===== src/rtl/microwave_timer.sv =====
// rtl/microwave_timer.sv - M:SS BCD cook-time countdown with keypad load, pause and timed alarm
//
// Ports:
//   clk          system clock, all state on the rising edge
//   rst          synchronous active-high reset
//   D            BCD digit from the keypad encoder
//   loadn        encoder load strobe, active-low; a falling edge loads one digit
//   pgt_1hz      one-cycle 1 Hz tick
//   start        start request pulse
//   stop         stop/pause request pulse
//   clear        clear time request pulse
//   door_closed  1 = door closed
//   min_ones     minutes digit (0-9)
//   sec_tens     seconds tens digit (0-5)
//   sec_ones     seconds ones digit (0-9)
//   enablen      keypad lock back to the encoder, 1 = locked
//   magnetron    magnetron drive, 1 only while cooking
//   alarm        end-of-cook alarm, high for ALARM_TICKS ticks
module microwave_timer #(
    parameter int ALARM_TICKS = 3
) (
    input  logic       clk,
    input  logic       rst,
    input  logic [3:0] D,
    input  logic       loadn,
    input  logic       pgt_1hz,
    input  logic       start,
    input  logic       stop,
    input  logic       clear,
    input  logic       door_closed,
    output logic [3:0] min_ones,
    output logic [3:0] sec_tens,
    output logic [3:0] sec_ones,
    output logic       enablen,
    output logic       magnetron,
    output logic       alarm
);

    typedef enum logic [1:0] {
        IDLE    = 2'd0,
        RUNNING = 2'd1,
        PAUSED  = 2'd2,
        DONE    = 2'd3
    } state_t;

    localparam logic [3:0] ALARM_LAST = 4'(ALARM_TICKS);

    state_t     state_q, state_d;
    logic [3:0] min_ones_q, min_ones_d;
    logic [3:0] sec_tens_q, sec_tens_d;
    logic [3:0] sec_ones_q, sec_ones_d;
    logic       enablen_q, enablen_d;
    logic       magnetron_q, magnetron_d;
    logic       alarm_q, alarm_d;
    logic [3:0] alarm_cnt_q, alarm_cnt_d;
    logic       loadn_q, loadn_d;

    logic       load_fire;
    logic       load_ok;
    logic       time_zero;
    logic [3:0] dec_min, dec_tens, dec_ones;
    logic       dec_zero;

    // A key press is the falling edge of loadn; the edge detector runs in
    // every state so a key held through cooking cannot load on return to IDLE.
    assign load_fire = loadn_q & ~loadn;

    // Shifting a ones digit above 5 into the tens position would give an
    // invalid seconds value, so such presses are rejected along with D > 9.
    assign load_ok   = (D <= 4'd9) && (sec_ones_q <= 4'd5);

    assign time_zero = (min_ones_q == 4'd0) && (sec_tens_q == 4'd0) && (sec_ones_q == 4'd0);

    // BCD decrement of M:SS; only used while RUNNING, where time is never 0:00.
    always_comb begin
        dec_min  = min_ones_q;
        dec_tens = sec_tens_q;
        dec_ones = sec_ones_q;
        if (sec_ones_q != 4'd0) begin
            dec_ones = sec_ones_q - 4'd1;
        end else begin
            dec_ones = 4'd9;
            if (sec_tens_q != 4'd0) begin
                dec_tens = sec_tens_q - 4'd1;
            end else begin
                dec_tens = 4'd5;
                dec_min  = min_ones_q - 4'd1;
            end
        end
    end

    assign dec_zero = (dec_min == 4'd0) && (dec_tens == 4'd0) && (dec_ones == 4'd0);

    always_comb begin
        state_d     = state_q;
        min_ones_d  = min_ones_q;
        sec_tens_d  = sec_tens_q;
        sec_ones_d  = sec_ones_q;
        alarm_d     = alarm_q;
        alarm_cnt_d = alarm_cnt_q;
        loadn_d     = loadn;

        case (state_q)
            IDLE: begin
                // stop wins every same-cycle conflict; in IDLE it simply
                // suppresses the other requests for that cycle.
                if (stop) begin
                    state_d = IDLE;
                end else if (start && door_closed && !time_zero) begin
                    state_d = RUNNING;
                end else if (clear) begin
                    min_ones_d = 4'd0;
                    sec_tens_d = 4'd0;
                    sec_ones_d = 4'd0;
                end else if (load_fire && load_ok) begin
                    min_ones_d = sec_tens_q;
                    sec_tens_d = sec_ones_q;
                    sec_ones_d = D;
                end
            end

            RUNNING: begin
                // Pausing drops any tick arriving in the same cycle.
                if (stop || !door_closed) begin
                    state_d = PAUSED;
                end else if (pgt_1hz) begin
                    min_ones_d = dec_min;
                    sec_tens_d = dec_tens;
                    sec_ones_d = dec_ones;
                    if (dec_zero) begin
                        state_d     = DONE;
                        alarm_d     = 1'b1;
                        alarm_cnt_d = 4'd0;
                    end
                end
            end

            PAUSED: begin
                if (stop) begin
                    state_d = IDLE;
                end else if (!door_closed) begin
                    state_d = PAUSED;
                end else if (start) begin
                    state_d = RUNNING;
                end else if (clear) begin
                    state_d    = IDLE;
                    min_ones_d = 4'd0;
                    sec_tens_d = 4'd0;
                    sec_ones_d = 4'd0;
                end
            end

            DONE: begin
                if (stop) begin
                    state_d = IDLE;
                    alarm_d = 1'b0;
                end else if (pgt_1hz) begin
                    if (alarm_cnt_q + 4'd1 >= ALARM_LAST) begin
                        state_d     = IDLE;
                        alarm_d     = 1'b0;
                        alarm_cnt_d = 4'd0;
                        min_ones_d  = 4'd0;
                        sec_tens_d  = 4'd0;
                        sec_ones_d  = 4'd0;
                    end else begin
                        alarm_cnt_d = alarm_cnt_q + 4'd1;
                    end
                end
            end

            default: state_d = IDLE;
        endcase

        // Outputs are registered from the next state so they line up with it.
        enablen_d   = (state_d != IDLE);
        magnetron_d = (state_d == RUNNING);
    end

    always_ff @(posedge clk) begin
        if (rst) begin
            state_q     <= IDLE;
            min_ones_q  <= 4'd0;
            sec_tens_q  <= 4'd0;
            sec_ones_q  <= 4'd0;
            enablen_q   <= 1'b0;
            magnetron_q <= 1'b0;
            alarm_q     <= 1'b0;
            alarm_cnt_q <= 4'd0;
            loadn_q     <= 1'b1;
        end else begin
            state_q     <= state_d;
            min_ones_q  <= min_ones_d;
            sec_tens_q  <= sec_tens_d;
            sec_ones_q  <= sec_ones_d;
            enablen_q   <= enablen_d;
            magnetron_q <= magnetron_d;
            alarm_q     <= alarm_d;
            alarm_cnt_q <= alarm_cnt_d;
            loadn_q     <= loadn_d;
        end
    end

    assign min_ones  = min_ones_q;
    assign sec_tens  = sec_tens_q;
    assign sec_ones  = sec_ones_q;
    assign enablen   = enablen_q;
    assign magnetron = magnetron_q;
    assign alarm     = alarm_q;

endmodule


===== config.mk =====
export PLATFORM = sky130hd
export DESIGN_NAME = microwave_timer
export DESIGN_NICKNAME = d
export VERILOG_FILES = /design/src/rtl/microwave_timer.sv
export SDC_FILE = /design/constraint.sdc
export NUM_CORES = 1
export LEC_CHECK = 0
export ABC_AREA = 1
export CAP_MARGIN = 30
export CORE_UTILIZATION = 50
export DETAILED_ROUTE_END_ITERATION = 10
export GPL_TIMING_DRIVEN = 0
export PLACE_DENSITY_LB_ADDON = 0.2
export SYNTH_ARGS = -nofsm -noshare
export SYNTH_HDL_FRONTEND = slang
export SYNTH_SLANG_ARGS = --single-unit

===== constraint.sdc =====
create_clock -name clk -period 3.2 [get_ports clk]
set_input_delay 0.64 -clock clk [delete_from_list [all_inputs] [get_ports clk]]
set_output_delay 0.64 -clock clk [all_outputs]
set_load 0.01 [all_outputs]

# Word-level counts from Yosys, hierarchy flattened

Index checks and enable logic that the tools add are counted.
Widths: inputs -> output; s select.

Register bits: 22
Bits of input ports: 12
Output and inout bits: 15
Word-level logic and storage cells: 122

Eq/ne operators: 19
Mux-type cells: 60
Magnitude comparators: 3
$add $sub $neg: 4
Bitwise gates (word level): 2
Reduce and logical (&&, ||, !) cells: 25

Operators by type and width:

| operator            | count |
|---|---|
| $mux 4              | 36 |
| $pmux 4 s4          | 3 |
| $logic_not 4->1     | 6 |
| $mux 2              | 12 |
| $ne 2x2->1 const B  | 12 |
| $reduce_and 12->1   | 1 |
| $reduce_and 6->1    | 2 |
| $sub 4x1->4 const B | 3 |
| $ne 3x3->1 const B  | 3 |
| $logic_and 1x1->1   | 8 |
| $pmux 2 s4          | 1 |
| $pmux 4 s2          | 1 |
| $reduce_bool 4->1   | 2 |
| $mux 1              | 6 |
| $add 4x1->4 const B | 1 |
| $eq 2x1->1 const B  | 2 |
| $eq 2x2->1 const B  | 2 |
| $ge 4x2->1 const B  | 1 |
| $le 4x3->1 const B  | 1 |
| $le 4x4->1 const B  | 1 |
| $reduce_bool 2->1   | 2 |
| $logic_not 1->1     | 2 |
| $logic_not 2->1     | 1 |
| $pmux 1 s2          | 1 |
| other kinds (3)     | 3 |

# Logic depth before layout (Yosys ltp)

Depth in word-level cells: 11
Mapped depth: 14
Mapped depth without buffers: 14

# Worst setup path after synthesis

Ideal clock, no wire load.

Path type: input to register
From: in stop
To: reg sec_tens_q[0] (netlist: sec_tens[0])
Data required time: 3.080 ns
Buffers on the path: 1
Slack: 1.540 ns
Stages on the path: 10
Arrival: 1.539 ns
Library setup time: 0.120 ns
Cells stage by stage: inv_1 > nand2_1 > nand2_2 > nand3_1 > nor2_1 > and3_4 > nand2_4 > buf_6 > o21ai_1 > a21oi_1

Longest elaborated chain between the ends: 3
Elaborated cells on any way between the ends: 6
Those cells by class: eq/ne: 4; reduce/logical: 2

RTL lines:

| element                         | line | RTL |
|---|---|---|
| start, declared                 | 28   | `input logic stop,` |
| $logic_or 1x1->1                | 124  | `if (stop \|\| !door_closed) begin` |
| $ne 2x2->1 (no line)            | -    |  |
| $reduce_and 12->1 (no line) (*) | -    |  |
| end signal, assigned            | 193  | `sec_tens_q <= sec_tens_d;` |
| end, declared                   | 50   | `logic [3:0] sec_tens_q, sec_tens_d;` |

Every way passes the cells marked *; elsewhere a longest branch is shown, timed or not.
A chain may end at the register's enable or synchronous reset.

# Final worst setup path

From: reg sec_ones_q[0] (netlist: sec_ones[0])
To: out sec_ones[0]

RTL lines:

| element                | line | RTL |
|---|---|---|
| start, declared        | 51   | `logic [3:0] sec_ones_q, sec_ones_d;` |
| start signal, assigned | 194  | `sec_ones_q <= sec_ones_d;` |
| end, declared          | 33   | `output logic [3:0] sec_ones,` |

No word-level cell between the ends.

==> metrics.log <==
[metrics] Detailed Place HPWL: roughly 2600 um
[metrics] endpoint of the worst-slack reg-to-reg timing path: sec_tens[0]$_SDFFE_PP0P_
[metrics] type of the tightest min-delay check: flop to flop
[metrics] Starting Density: 0.535
[metrics] number of iterations in the first detailed-routing pass: 4
[metrics] post-synthesis cell area: between 1000 and 1500 um^2
[metrics] cells along the critical path: clkdlybuf4s50_1
[metrics] Setup WS pre-CTS: ~0.9 ns
[metrics] number of instances in the synthesized netlist: approximately 230
[metrics] dominant combinational cell family by area after synthesis: simple AND/OR/NAND/NOR gates
[metrics] diodes inserted: 0
[metrics] required time of the worst setup path: between 2 and 3 ns
[metrics] initial antenna violation count: 0
[metrics] WHS Path Cells: 2
[metrics] first-pass GRT wire length: 5690 um
[metrics] VDD IR max: between 0.3 and 0.4 mV
[metrics] setup repair after global routing missed its margin: false
[metrics] cell with the largest stage delay on the worst path: sky130_fd_sc_hd__clkdlybuf4s50_1
[metrics] insertion delay to the later sink of the worst-skew pair: approximately 0.31 ns
[metrics] final number of setup-violating endpoints: 0
[metrics] status: complete, no violations
[metrics] total routing resource utilization after global routing: 0.227
[metrics] minimum clock period after layout: ~2.1 ns
[metrics] Synth Area in XOR/XNOR: 0.0176
[metrics] complex-gate fraction of the synthesized area: 0.201
[metrics] antenna-violating nets left: 0
[metrics] top achievable clock speed: 484 MHz
[metrics] TritonCTS Buffers: 3
[metrics] Crit path arrival time: ~1.4 ns
[metrics] synthesized-area fraction occupied by and/or/nand/nor cells: 0.357
[metrics] count of cells along the worst register-to-register path: 8
[metrics] commonest cells after routing, fill and taps aside: 45 x sky130_fd_sc_hd__nand2_1, 31 x sky130_fd_sc_hd__inv_1, 26 x sky130_fd_sc_hd__nor2_1, 26 x sky130_fd_sc_hd__clkdlybuf4s50_1, 22 x sky130_fd_sc_hd__dfxtp_1
[metrics] number of pins with negative max-slew slack in the final report: 0
[metrics] root buffer cell: sky130_fd_sc_hd__clkbuf_4
[metrics] sequential share of the synthesized area: 0.296
[metrics] Buf/Inv on CP: 1
[metrics] via/cell ratio: between 5 and 6
[metrics] number of H-tree branching levels: 1
[metrics] fillers: ~260
[metrics] final sum of negative setup slack: 0 ns
[metrics] adder-cell share of the synthesized area: 0.0252
[metrics] Final Total Pwr: slightly below 0.0008 W
[metrics] cell class contributing the biggest share of worst-path delay: buffers and inverters
[metrics] Layout Area Growth over Synthesis: 21.6%
[metrics] number of hold violations in the final report: 0
[metrics] launching point of the worst reg2reg path: alarm_cnt_q[0]$_SDFFE_PP0P_
[metrics] CTS clk-pin slew, worst paths: between 0.1 and 0.15 ns
[metrics] post-route setup slack: ~1.1 ns
[metrics] most common cell after layout, fill and taps aside: sky130_fd_sc_hd__nand2_1
[metrics] Avg Synthesized Cell Area: 6.53 um^2
[metrics] site row count: 19
[metrics] start point of the worst hold path: alarm$_SDFFE_PP0P_
[metrics] worst-path maximum fanout: 6
[metrics] hold-fix buffers at CTS: 0
[metrics] CP Launch Type: flop
[metrics] Crit path largest cell delay: approximately 0.60 ns
[metrics] portion of netlist area occupied by mux cells: 0
[metrics] deepest clock path buffer count: 2
[metrics] post-CTS sizing: 0
[metrics] net total in the final layout: between 200 and 300
[metrics] number of flip-flops and latches in the synthesized netlist: 22
[metrics] number of remaining DRC errors: 0
[metrics] number of global-route vias before repair: 1,303
[metrics] static leakage: 0.791 nW
[metrics] Worst Max-Slew Pin Slew: approximately 0.31 ns
[metrics] maximum number of pins on one net before global-route repair: 12
[metrics] cell area after layout: approximately 1800 um^2
[metrics] PD cells: about 430 nW/um^2
[metrics] endpoint kind of the worst setup timing path: output port
[metrics] detailed-route wire length per cell: 11.6 um
[metrics] share of synthesized flip-flops with an asynchronous set or reset: 0
[metrics] overall routed net length: 3350 um
[metrics] weighted congestion reported at the end of routability-driven placement: between 0.8 and 0.9
[metrics] placed inst area: 1790 um^2
[metrics] Post-synth top flop: sky130_fd_sc_hd__dfxtp_1
[metrics] First DRT Iteration DRCs: 84
[metrics] # Max-Cap Violations: 0
[metrics] end point of the most critical hold path: alarm$_SDFFE_PP0P_
[metrics] path type of the worst setup path: flop to output port
[metrics] TritonCTS clock tree: done
[metrics] remaining global-route overflow: 0
[metrics] Non-Filler Instances: approximately 290
[metrics] final worst clock skew: 0.00198 ns
[metrics] total number of yosys warnings: 0
[metrics] R2R setup slack: around 1.3 ns
[metrics] Final period util: 0.645
[metrics] Synth Net Count: ~240
[metrics] number of enable flip-flop cells after synthesis: 0
[metrics] count of vias placed by the detailed router: around 1.5k
[metrics] number of distinct standard cells referenced by the synthesized netlist: 30
[metrics] die width: roughly 57 um
[metrics] number of instances in the placed design: 285
[metrics] Crit. path cell count: 1
[metrics] share of post-route cells with drive strength above 1: 0.105
[metrics] PortBufs: 26
[metrics] vertical die dimension: roughly 57 um
[metrics] core box area: roughly 2800 um^2
[metrics] Post CTS Setup Buffer Count: 0
[metrics] remaining max-slew budget at the tightest pin: 0.792
[metrics] Die Area: between 3000 and 4000 um^2
[metrics] I/O Pins: 27
[metrics] CTS Sinks: 22
-- cells in the mapped netlist, types with 4 or more instances --
| cell | instances | area [um^2] |
|---|---|---|
| sky130_fd_sc_hd__inv_1 | 31 | 116 |
| sky130_fd_sc_hd__nor2_1 | 26 | 97.6 |
| sky130_fd_sc_hd__o21ai_1 | 8 | 40.0 |
| sky130_fd_sc_hd__a21oi_1 | 15 | 75.1 |
| sky130_fd_sc_hd__o21ai_0 | 17 | 85.1 |
| sky130_fd_sc_hd__dfxtp_1 | 22 | 440 |
| sky130_fd_sc_hd__nand3_1 | 20 | 100 |
| sky130_fd_sc_hd__nand2_1 | 45 | 169 |
| sky130_fd_sc_hd__o22ai_1 | 4 | 25.0 |
-- layer usage --
metal	track usage	up-vias	share of wire
met3	0.0276	5	0.053
met5	0	-	0
met2	0.355	51	0.44
met4	0.0767	0	0.013
met1	0.321	684	0.49
li1	-	807	-
-- through the flow --
step            util  hold slack (ns)
6_report       0.651            0.452
3_5_place_dp   0.643            0.444
2_1_floorplan      -            0.445
5_1_grt        0.651            0.499
3_3_place_gp   0.643            0.434
4_1_cts        0.651            0.462
-- area by class of cell --
| class | count | area (um^2) | area share |
|---|---|---|---|
| Inverter | 34 | 128 | 0.0705 |
| Sequential cell | 22 | 440 | 0.243 |
| Timing Repair Buffer | 26 | 260 | 0.144 |
| Clock buffer | 3 | 22.5 | 0.0124 |
| Tap cell | 31 | 38.8 | 0.0214 |
| Buffer | 4 | 26.3 | 0.0145 |
| Multi-Input combinational cell | 168 | 895 | 0.494 |
-- logic make-up after synthesis --
group / after synthesis
AOI/OAI and AO/OA: 52
xor gates and xnor gates: 3
adders and majority gates: 3
buffers and inverters: 38
DFF: 22
and+or+nand+nor: 110
-- power breakdown --
part	switching [W]	total, W	leakage [nW]	internal (W)
clock network	0.0000845	0.000128	0.0138	0.0000440
logic	0.000199	0.000335	0.598	0.000135
registers	0.0000235	0.000320	0.180	0.000296
-- worst max path at each step --
stage	from	endpoint	slack, ns
after floorplan	stop	sec_tens[0]$_SDFFE_PP0P_	1.54
after global placement	stop	sec_tens[2]$_SDFFE_PP0P_	0.89
after detailed placement	stop	sec_tens[2]$_SDFFE_PP0P_	0.90
after CTS	sec_ones[0]$_SDFFE_PP0P_	sec_ones[0]	1.13
after global routing	sec_ones[0]$_SDFFE_PP0P_	sec_ones[0]	1.08
final	sec_ones[0]$_SDFFE_PP0P_	sec_ones[0]	1.14
-- flip-flops by register name (all words and copies together) (netlist names) --
register / flops
alarm_cnt_q: 4
min_ones: 4
sec_ones: 4
sec_tens: 4
state_q: 2
alarm: 1
enablen: 1
loadn_q: 1
magnetron: 1
Power figures use the tool's default switching activity.
